[src/rtl/counter_up_period_if.sv]
// counter_up_period_if
//   Bundles the counter's programming input and its count/strobe outputs.
//   master : the block that programs the period and consumes the timebase.
//   slave  : the counter itself.
// Signals:
//   counterPeriod  period in clock ticks (0 parks the counter).
//   countedUpTo    current count, registered.
//   wrapPulse      one-cycle strobe, high while countedUpTo has just wrapped to 0.
//   wrapCount      saturating wrap tally, present only with COUNTER_UP_WRAP_COUNT_EN.
interface counter_up_period_if #(
  parameter int WIDTH = 28
);
  logic [WIDTH-1:0] counterPeriod;
  logic [WIDTH-1:0] countedUpTo;
  logic             wrapPulse;
`ifdef COUNTER_UP_WRAP_COUNT_EN
  logic [15:0]      wrapCount;
`endif

  modport master (
    output counterPeriod,
    input  countedUpTo,
    input  wrapPulse
`ifdef COUNTER_UP_WRAP_COUNT_EN
   ,input  wrapCount
`endif
  );

  modport slave (
    input  counterPeriod,
    output countedUpTo,
    output wrapPulse
`ifdef COUNTER_UP_WRAP_COUNT_EN
   ,output wrapCount
`endif
  );
endinterface

[src/rtl/counter_up_period.sv]
// counter_up_period
//   Free-running modulo-N up-counter with a runtime-programmable period.
//   Counts 0 .. counterPeriod-1, then wraps to 0 and raises wrapPulse for
//   that one cycle. Serves as the timebase for PWM generators.
// Ports:
//   clock  system clock, all state on its rising edge.
//   reset  asynchronous, active-low reset.
//   bus    counter_up_period_if.slave (counterPeriod in, countedUpTo/wrapPulse out).
// Optional feature (macro COUNTER_UP_WRAP_COUNT_EN):
//   adds bus.wrapCount, a 16-bit count of wraps that saturates at 16'hFFFF
//   and is cleared only by reset. Undefined: no port, no logic.
module counter_up_period #(
  parameter int WIDTH = 28
) (
  input  logic                 clock,
  input  logic                 reset,
  counter_up_period_if.slave   bus
);

  logic [WIDTH-1:0] cnt;
  logic             wrap;
  logic [WIDTH-1:0] last;
  logic             parked;
  logic             term;

  // A zero period would underflow last; parked masks that case so the
  // compare never sees the wrapped-around all-ones value.
  assign parked = (bus.counterPeriod == '0);
  assign last   = bus.counterPeriod - WIDTH'(1);
  // >= rather than == so a period lowered below the current count wraps
  // on the next edge instead of running on through 2^WIDTH.
  assign term   = !parked && (cnt >= last);

  always_ff @(posedge clock or negedge reset) begin
    if (!reset) begin
      cnt  <= '0;
      wrap <= 1'b0;
    end else if (parked) begin
      cnt  <= '0;
      wrap <= 1'b0;
    end else if (term) begin
      cnt  <= '0;
      wrap <= 1'b1;
    end else begin
      cnt  <= cnt + WIDTH'(1);
      wrap <= 1'b0;
    end
  end

  assign bus.countedUpTo = cnt;
  assign bus.wrapPulse   = wrap;

`ifdef COUNTER_UP_WRAP_COUNT_EN
  logic [15:0] wcnt;

  // Counts on the same edge that sets wrapPulse, so it always equals the
  // number of strobes issued so far (until it saturates).
  always_ff @(posedge clock or negedge reset) begin
    if (!reset)
      wcnt <= '0;
    else if (term && (wcnt != 16'hFFFF))
      wcnt <= wcnt + 16'd1;
  end

  assign bus.wrapCount = wcnt;
`endif

endmodule

[src/flat_wrapper.sv]
// flat-port wrapper written by rule: the top's interface ports become plain ports
module counter_up_period_flat 
#(
  parameter int WIDTH = 28
)
  (clock, reset, bus_counterPeriod, bus_countedUpTo, bus_wrapPulse);
  counter_up_period_if #(.WIDTH(WIDTH)) bus_i ();
  input  logic clock;
  input  logic reset;
  input wire logic [$bits(bus_i.counterPeriod)-1:0] bus_counterPeriod;
  output wire logic [$bits(bus_i.countedUpTo)-1:0] bus_countedUpTo;
  output wire logic [$bits(bus_i.wrapPulse)-1:0] bus_wrapPulse;
  assign bus_i.counterPeriod = bus_counterPeriod;
  assign bus_countedUpTo = bus_i.countedUpTo;
  assign bus_wrapPulse = bus_i.wrapPulse;
  counter_up_period #(.WIDTH(WIDTH)) u_core (.clock(clock), .reset(reset), .bus(bus_i));
endmodule
[config.mk]
export PLATFORM = sky130hd
export DESIGN_NAME = counter_up_period_flat
export DESIGN_NICKNAME = d
export VERILOG_FILES = /design/src/rtl/counter_up_period_if.sv /design/src/rtl/counter_up_period.sv /design/src/flat_wrapper.sv
export SDC_FILE = /design/constraint.sdc
export NUM_CORES = 1
export LEC_CHECK = 0
export CAP_MARGIN = 20
export CORE_AREA = 10 10 91 93
export CTS_CLUSTER_SIZE = 24
export DETAILED_ROUTE_END_ITERATION = 12
export DIE_AREA = 0 0 101 103
export HOLD_SLACK_MARGIN = 0.15
export PLACE_DENSITY = 0.72
export SLEW_MARGIN = 15
export SYNTH_ARGS = -nofsm -noshare
export SYNTH_HDL_FRONTEND = slang
export SYNTH_SLANG_ARGS = --single-unit
[constraint.sdc]
create_clock -name clock -period 1.94 [get_ports clock]
set_clock_uncertainty 0.05 [all_clocks]
set_input_delay 0.582 -clock clock [delete_from_list [all_inputs] [get_ports clock]]
set_output_delay 0.582 -clock clock [all_outputs]
set_load 0.005 [all_outputs]
==> flow_summary_export.csv, run 1 <==
group,metric,value,unit
finish,area_growth,85.2,%
synth,synth.most_common_cell,"xnor2_1",
grt,grtUsageMet3,4.09,%
timing,worstMarginPinSlew,0.401,ns
grt,antenna_found_initial,0,
power_and_ir_drop,p_sw_share,27.0,%
synth,syn-cell-area,2810,um2
drt,drt-total-wl,12.6,mm
synth,ys_types,42,
timing,final-hold-violation-count,0,
timing,maxSlewViolCount,0,
power_and_ir_drop,total_power,1.42,mW
grt,grt_pass1_wl,17.1,mm
synth,seq_area_frac_synth,25.8,%
synth,synth_commonest_cells,"xnor2_1, ha_1, dfrtp_1",
timing,setup_violations,31,
finish,multiInputGateArea,2270,um2
clocking,htreeDepth,2,
drt,dr.pass1.iters,4,
grt,grt_overflow,0,
timing,max_freq,0.283,GHz
clocking,postCtsHoldBufs,0,
setup_path,cp_max_fo,5,
grt,grt_pass1_vias,3415,
drt,first_iter_violations,241,
grt,grt_max_degree,30,
floorplan,start_util,42.8,%
clocking,cts_num_sinks,29,
clocking,clk_pin_slew,0.06,ns
timing,post-route-period-util,182,%
synth,synth_edf_count,0,
power_and_ir_drop,p_leak,2.55,nW
setup_path,worstPathRequired,2.05,ns
floorplan,rows,30,
power_and_ir_drop,power_frac_seq,42.7,%
finish,drive_gt1_share,47.9,%
power_and_ir_drop,clkPwrFrac,34.1,%
place,gp_congestion,0.853,
clocking,tritoncts,"done",
timing,setup_ws,-1.59,ns
timing,fin_crit,3.53,ns
run_status,failed_checks,"setup timing",
drt,avgViaCountPerCell,5.80,
power_and_ir_drop,p_int,1.04,mW
finish,nets,567,
setup_path,critPathBufInv,6,
synth,ys.warnings.count,0,
drt,vias,3403,
setup_path,critPathCaptureType,"register",
synth,syn_nets,357,
flow_run,drv_cap,0,
timing,relSlewSlack,73.3,%
finish,nFillCells,362,
drt,routedWlPerCell,21.4,um
synth,yosys_most_used_dff,"dfrtp_1",
setup_path,cpMaxStageDelayCell,"or3_4",
setup_path,critPathKind,"in2reg",
grt,grt_usage,20.4,%
drt,antenna_left,0,
finish,seq_area,727,um2
drt,drc,0,
synth,avgSynthCellArea,9.50,um2
setup_path,critPathLaunchType,"primary input",
floorplan,fp.dieW,101,um
place,pre_cts_slack,-1.95,ns
floorplan,die_area,10400,um2
hold_path,min_path_type,"reg2reg",
grt,grt-busiest-layer,"met2",
setup_path,cp_common_cell,"buf_6",
setup_path,cp_cell_sequence,"buf_6 -> or3_4 -> or2_4 -> nor3_4 -> buf_6 -> buf_6 -> nand2_1 -> xor2_1 -> ha_1 -> nand4_1 -> buf_4 -> nor4_4 -> o41a_1 -> buf_6 -> buf_16 -> nor4_4",
place,numPortBuffers,58,
synth,yosys.area.top_type,"dfrtp_1",
floorplan,core,6570,um2
place,dp_hpwl,6.80,mm
timing,rsz0062_at_grt,"true",
synth,syn_inst,296,
power_and_ir_drop,power_switching,0.383,mW
synth,postSynth.asyncResetShare,100,%
grt,grt_util_met1,23.1,%
finish,layout.cells.non_filler,587,
setup_path,worstPathArrival,3.63,ns
clocking,cts_buffers,5,
synth,synth_top_cell_area_share,25.8,%
power_and_ir_drop,p_per_area,273,nW/um2
place,dp_cells,517,
finish,diodes,0,
clocking,cts-root-buf,"clkbuf_8",
synth,netlist_top_cells_area,"dfrtp_1, ha_1, xnor2_1",
grt,use_met2,37.2,%
setup_path,crit_family,"simple AND/OR/NAND/NOR gates",
run_status,status,"complete, but fails checks",
floorplan,io_pins,59,
synth,synth-seq-cells,29,
clocking,clock_latency,0.28,ns
floorplan,die_h,103,um
power_and_ir_drop,vdd_ir_drop_max,316,uV
clocking,clockBufferDepth,2,
setup_path,max_stage_delay,0.38,ns
power_and_ir_drop,power_frac_comb,23.2,%
[placed cells by master, fill, tap and decap left out, types with 5 or more instances in the layout]
cell | Yosys | layout
buf_6 | 4 | 23
a21oi_1 | 10 | 9
nand4_1 | 10 | 10
nor4_4 | 0 | 11
xor2_1 | 19 | 18
clkdlybuf4s50_1 | 0 | 13
nor3_2 | 10 | 9
nor4_2 | 20 | 23
nand3_1 | 17 | 13
nor2_1 | 19 | 16
buf_12 | 0 | 7
inv_1 | 10 | 8
dlymetal6s2s_1 | 0 | 19
dlygate4sd2_1 | 0 | 17
nor3_1 | 7 | 5
and3_1 | 5 | 5
buf_4 | 2 | 127
xnor2_1 | 32 | 32
nand2_1 | 15 | 13
dfrtp_1 | 29 | 28
ha_1 | 31 | 30
clkbuf_8 | 0 | 5
[what timing repair did]
| action | CTS | global route |
|---|---|---|
| setup endpoints to repair | 42 | 47 |
| gates resized for setup | 96 | 52 |
| gates cloned | 4 | 0 |
| buffers inserted | 30 | 28 |
| pin swaps | 42 | 24 |
[worst reg2reg max path: cells and delay by family, from the launching register on]
kind / cells / cell delay, ns
AOI/OAI and AO/OA: 3 / 0.72
adders and majority gates: 1 / 0.33
buffers and inverters: 2 / 0.32
DFF: 1 / 0.42
and+or+nand+nor: 2 / 0.43
[through the flow]
step / hold slack (ns) / setup TNS (ns) / instance area [um2] / utilization (%)
finish: 0.561 / -45.32 / 5210 / 79.3
global route: 0.578 / -47.27 / 5210 / 79.3
CTS: 0.515 / -38.07 / 4830 / 73.6
detailed placement: 0.474 / -54.64 / 4210 / 64.1
global placement: 0.468 / -52.99 / 4210 / 64.1
floorplan: 0.236 / -36.74 / 2870 / -
[power groups by stage]
stage | clock [mW] | sequential, mW | combinational (mW)
final | 0.484 | 0.607 | 0.331
after detailed placement | 0 | 0.618 | 0.266
after CTS | 0.465 | 0.607 | 0.288
after global placement | 0 | 0.618 | 0.258
after floorplan | 0 | 0.619 | 0.0852
after global routing | 0.513 | 0.607 | 0.350
[cells by family (layout without fill, tap and decap cells)]
group	count (synthesis)	count (layout)	synth area share (%)
simple gates	140	140	34.5
xor+xnor	51	51	15.9
fa+ha+maj	31	31	13.8
flops	29	29	25.8
compound gates	23	23	5.52
buf+inv	22	233	4.54
[path summary, 6_finish.rpt]
kind / from / to / slack [ns] / cells after the start
max in group asynchronous: reset / u_core.bus.countedUpTo[0] / 0.90 / 2
setup / recovery: bus_counterPeriod[13] / u_core.bus.countedUpTo[9] / -1.59 / 16
hold reg to reg: u_core.bus.countedUpTo[0] / u_core.bus.countedUpTo[0] / 0.56 / 2
hold / removal: u_core.bus.countedUpTo[0] / u_core.bus.countedUpTo[0] / 0.56 / 2
setup reg to reg: u_core.bus.countedUpTo[1] / u_core.bus.countedUpTo[24] / -0.43 / 8
min in group asynchronous: reset / u_core.bus.countedUpTo[0] / 0.64 / 2
[per-layer routing]
metal / vias up / part of all wire, %
li1: 1513 / -
met1: 1662 / 39
met2: 174 / 50
met3: 54 / 7.0
met4: 0 / 3.7
met5: - / 0
[layout make-up]
class,instances,area share (%)
sequential,29,14.0
multi-input combinational,245,43.6
timing repair buffer,215,38.2
inverter,10,0.720
clock buffer,8,1.54
tap,80,1.92
[state kept, by name, indices dropped and copies added, names as in the netlist]
| name | cells |
|---|---|
| u_core.bus.wrapPulse | 1 |
| u_core.bus.countedUpTo | 28 |
No activity file was read; power rests on OpenSTA's default activity.
==> run 2: changes to the inputs <==
Settings changed: CORE_AREA 10 10 91 93 to 10 10 79 132, CTS_CLUSTER_DIAMETER set to 30, DIE_AREA 0 0 101 103 to 0 0 89 142, PLACE_DENSITY 0.72 to unset.
==> flow_summary_export.csv, run 2 (synthesized netlist as in run 1, its figures left out) <==
group,metric,value,unit
drt,dr.pass1.iters,4,
power_and_ir_drop,vdd_ir_drop_max,315,uV
finish,postLayoutCellArea,5010,um2
power_and_ir_drop,total_power,1.70,mW
timing,worstMarginPinSlew,0.370,ns
grt,grt_overflow,0,
finish,nFillCells,685,
grt,grt_usage,16.0,%
finish,layout_commonest_cell,"buf_4",
run_status,failed_checks,"setup timing",
drt,vias,3037,
power_and_ir_drop,p_per_area,339,nW/um2
drt,routedWlPerCell,18.0,um
power_and_ir_drop,clkPwrFrac,46.5,%
timing,setup_tns,-42.34,ns
power_and_ir_drop,power_frac_seq,35.8,%
clocking,cts_num_sinks,29,
place,pre_cts_slack,-2.21,ns
place,gp_congestion,0.914,
power_and_ir_drop,power_frac_comb,17.7,%
finish,area_growth,78.0,%
hold_path,min_path_type,"reg2reg",
clocking,htreeDepth,2,
grt,grt_max_degree,30,
finish,final_cell_mix,"buf_4, xnor2_1, ha_1, dfrtp_1, nor4_2",
power_and_ir_drop,p_int,1.28,mW
finish,drive_gt1_share,44.7,%
floorplan,core,8200,um2
timing,maxSlewViolCount,0,
finish,diodes,0,
timing,setup_violations,29,
run_status,status,"complete, but fails checks",
floorplan,io_pins,59,
power_and_ir_drop,p_sw_share,24.5,%
floorplan,start_util,34.3,%
setup_path,cp_max_fo,17,
place,dp_cells,529,
timing,post-route-period-util,179,%
finish,multiInputGateArea,2200,um2
clocking,clk_pin_slew,0.05,ns
drt,antenna_left,0,
place,numPortBuffers,58,
timing,final-hold-violation-count,0,
grt,grt_pass1_vias,3315,
grt,grt_pass1_wl,15.8,mm
drt,drc,0,
finish,nets,546,
floorplan,die_h,142,um
finish,layout.cells.non_filler,578,
timing,fin_crit,3.48,ns
power_and_ir_drop,power_switching,0.416,mW
setup_path,critPathLaunchType,"primary input",
finish,largest_reg_flops,28,
setup_path,critPathCaptureType,"register",
flow_run,drv_cap,0,
drt,drt-total-wl,10.4,mm
grt,antenna_found_initial,0,
clocking,postCtsHoldBufs,0,
floorplan,die_area,12600,um2
clocking,clock_latency,0.28,ns
place,placed_area,4240,um2
floorplan,rows,44,
clocking,cts-root-buf,"clkbuf_16",
place,dp_hpwl,7.47,mm
finish,seq_area,726,um2
power_and_ir_drop,p_leak,2.35,nW
setup_path,worstPathRequired,2.06,ns
timing,rsz0062_at_grt,"true",
clocking,tritoncts,"done",
timing,setup_ws,-1.54,ns
setup_path,critPathKind,"in2reg",
timing,max_freq,0.288,GHz
clocking,cts_buffers,5,
drt,avgViaCountPerCell,5.25,
floorplan,fp.dieW,89,um
timing,relSlewSlack,75.1,%
setup_path,worstPathArrival,3.60,ns
drt,first_iter_violations,143,
clocking,clockBufferDepth,2,
[run 2: cell types whose count changed in the layout (fill, tap and decap cells not counted), moves of 3 or more]
cell,previous run,this run
clkdlybuf4s50_1,13,19
nand3_2,3,0
clkbuf_8,5,1
nor4_2,23,28
nor4_4,11,6
dlygate4sd2_1,17,14
dlymetal6s2s_1,19,11
buf_6,23,12
clkbuf_16,0,6
clkdlybuf4s15_1,2,6
buf_4,127,115
clkbuf_1,3,0
[run 2: metrics by stage]
stage	hold WS, ns	util, %
floorplan	0.236	-
global placement	0.571	51.7
detailed placement	0.564	51.7
CTS	0.630	58.5
global route	0.663	61.0
finish	0.623	61.0
[run 2: critical path, cell delays in order]
cell	delay, ns
buf_6	0.09
or3_4	0.38
or2_4	0.27
nor3_4	0.29
buf_4	0.16
nand4b_1	0.12
xor2_1	0.19
ha_1	0.29
nand4_1	0.12
buf_4	0.16
inv_1	0.04
a22oi_1	0.27
nand3_4	0.15
buf_12	0.19
nor4_2	0.28
[run 2: area by class of cell]
type                            instances  share of cell area [%]
Clock buffer                            6                    2.77
Sequential cell                        29                    14.5
Tap cell                               92                    2.30
Multi-Input combinational cell        245                    43.9
Clock inverter                          2                   0.275
Inverter                               10                   0.750
Timing Repair Buffer                  194                    35.5
[run 2: worst paths after layout]
check / startpoint / end / slack [ns] / depth (start not counted)
worst min-delay path: u_core.bus.countedUpTo[21] / u_core.bus.countedUpTo[21] / 0.62 / 3
min in group asynchronous: reset / u_core.bus.countedUpTo[27] / 0.63 / 2
worst min register to register: u_core.bus.countedUpTo[21] / u_core.bus.countedUpTo[21] / 0.62 / 3
worst max-delay path: bus_counterPeriod[13] / u_core.bus.countedUpTo[1] / -1.54 / 15
worst max register to register: u_core.bus.countedUpTo[5] / u_core.bus.countedUpTo[6] / -0.39 / 8
max in group asynchronous: reset / u_core.bus.countedUpTo[14] / 0.92 / 2
[run 2: per-layer routing]
layer  share of wire [%]  vias up  track usage, %
met4                 3.9        0            8.59
met1                  34     1481            15.6
met2                  59       63            30.5
met3                 3.1       24            2.24
li1                    -     1469               -
met5                   0        -               0
[run 2: repair_timing]
item                                    CTS  global route
setup buffers                            26            13
hold endpoints to repair                  0             0
gates cloned                              2             1
pin swaps                                38            16
resized for setup                        79            38
endpoints found under the setup margin   42            40
[run 2: power by group through the flow]
stage / Combinational [mW] / Sequential [mW] / Clock, mW
final: 0.300 / 0.608 / 0.789
after global routing: 0.324 / 0.608 / 0.825
after CTS: 0.284 / 0.608 / 0.794
after detailed placement: 0.269 / 0.619 / 0
after global placement: 0.262 / 0.619 / 0
after floorplan: 0.0852 / 0.619 / 0
==> run 3: changes to the inputs <==
Settings changed: CAP_MARGIN 20 to unset.
==> results of run 3 <==
Same layout as run 2: the final DEF is identical, and so are final timing and power.
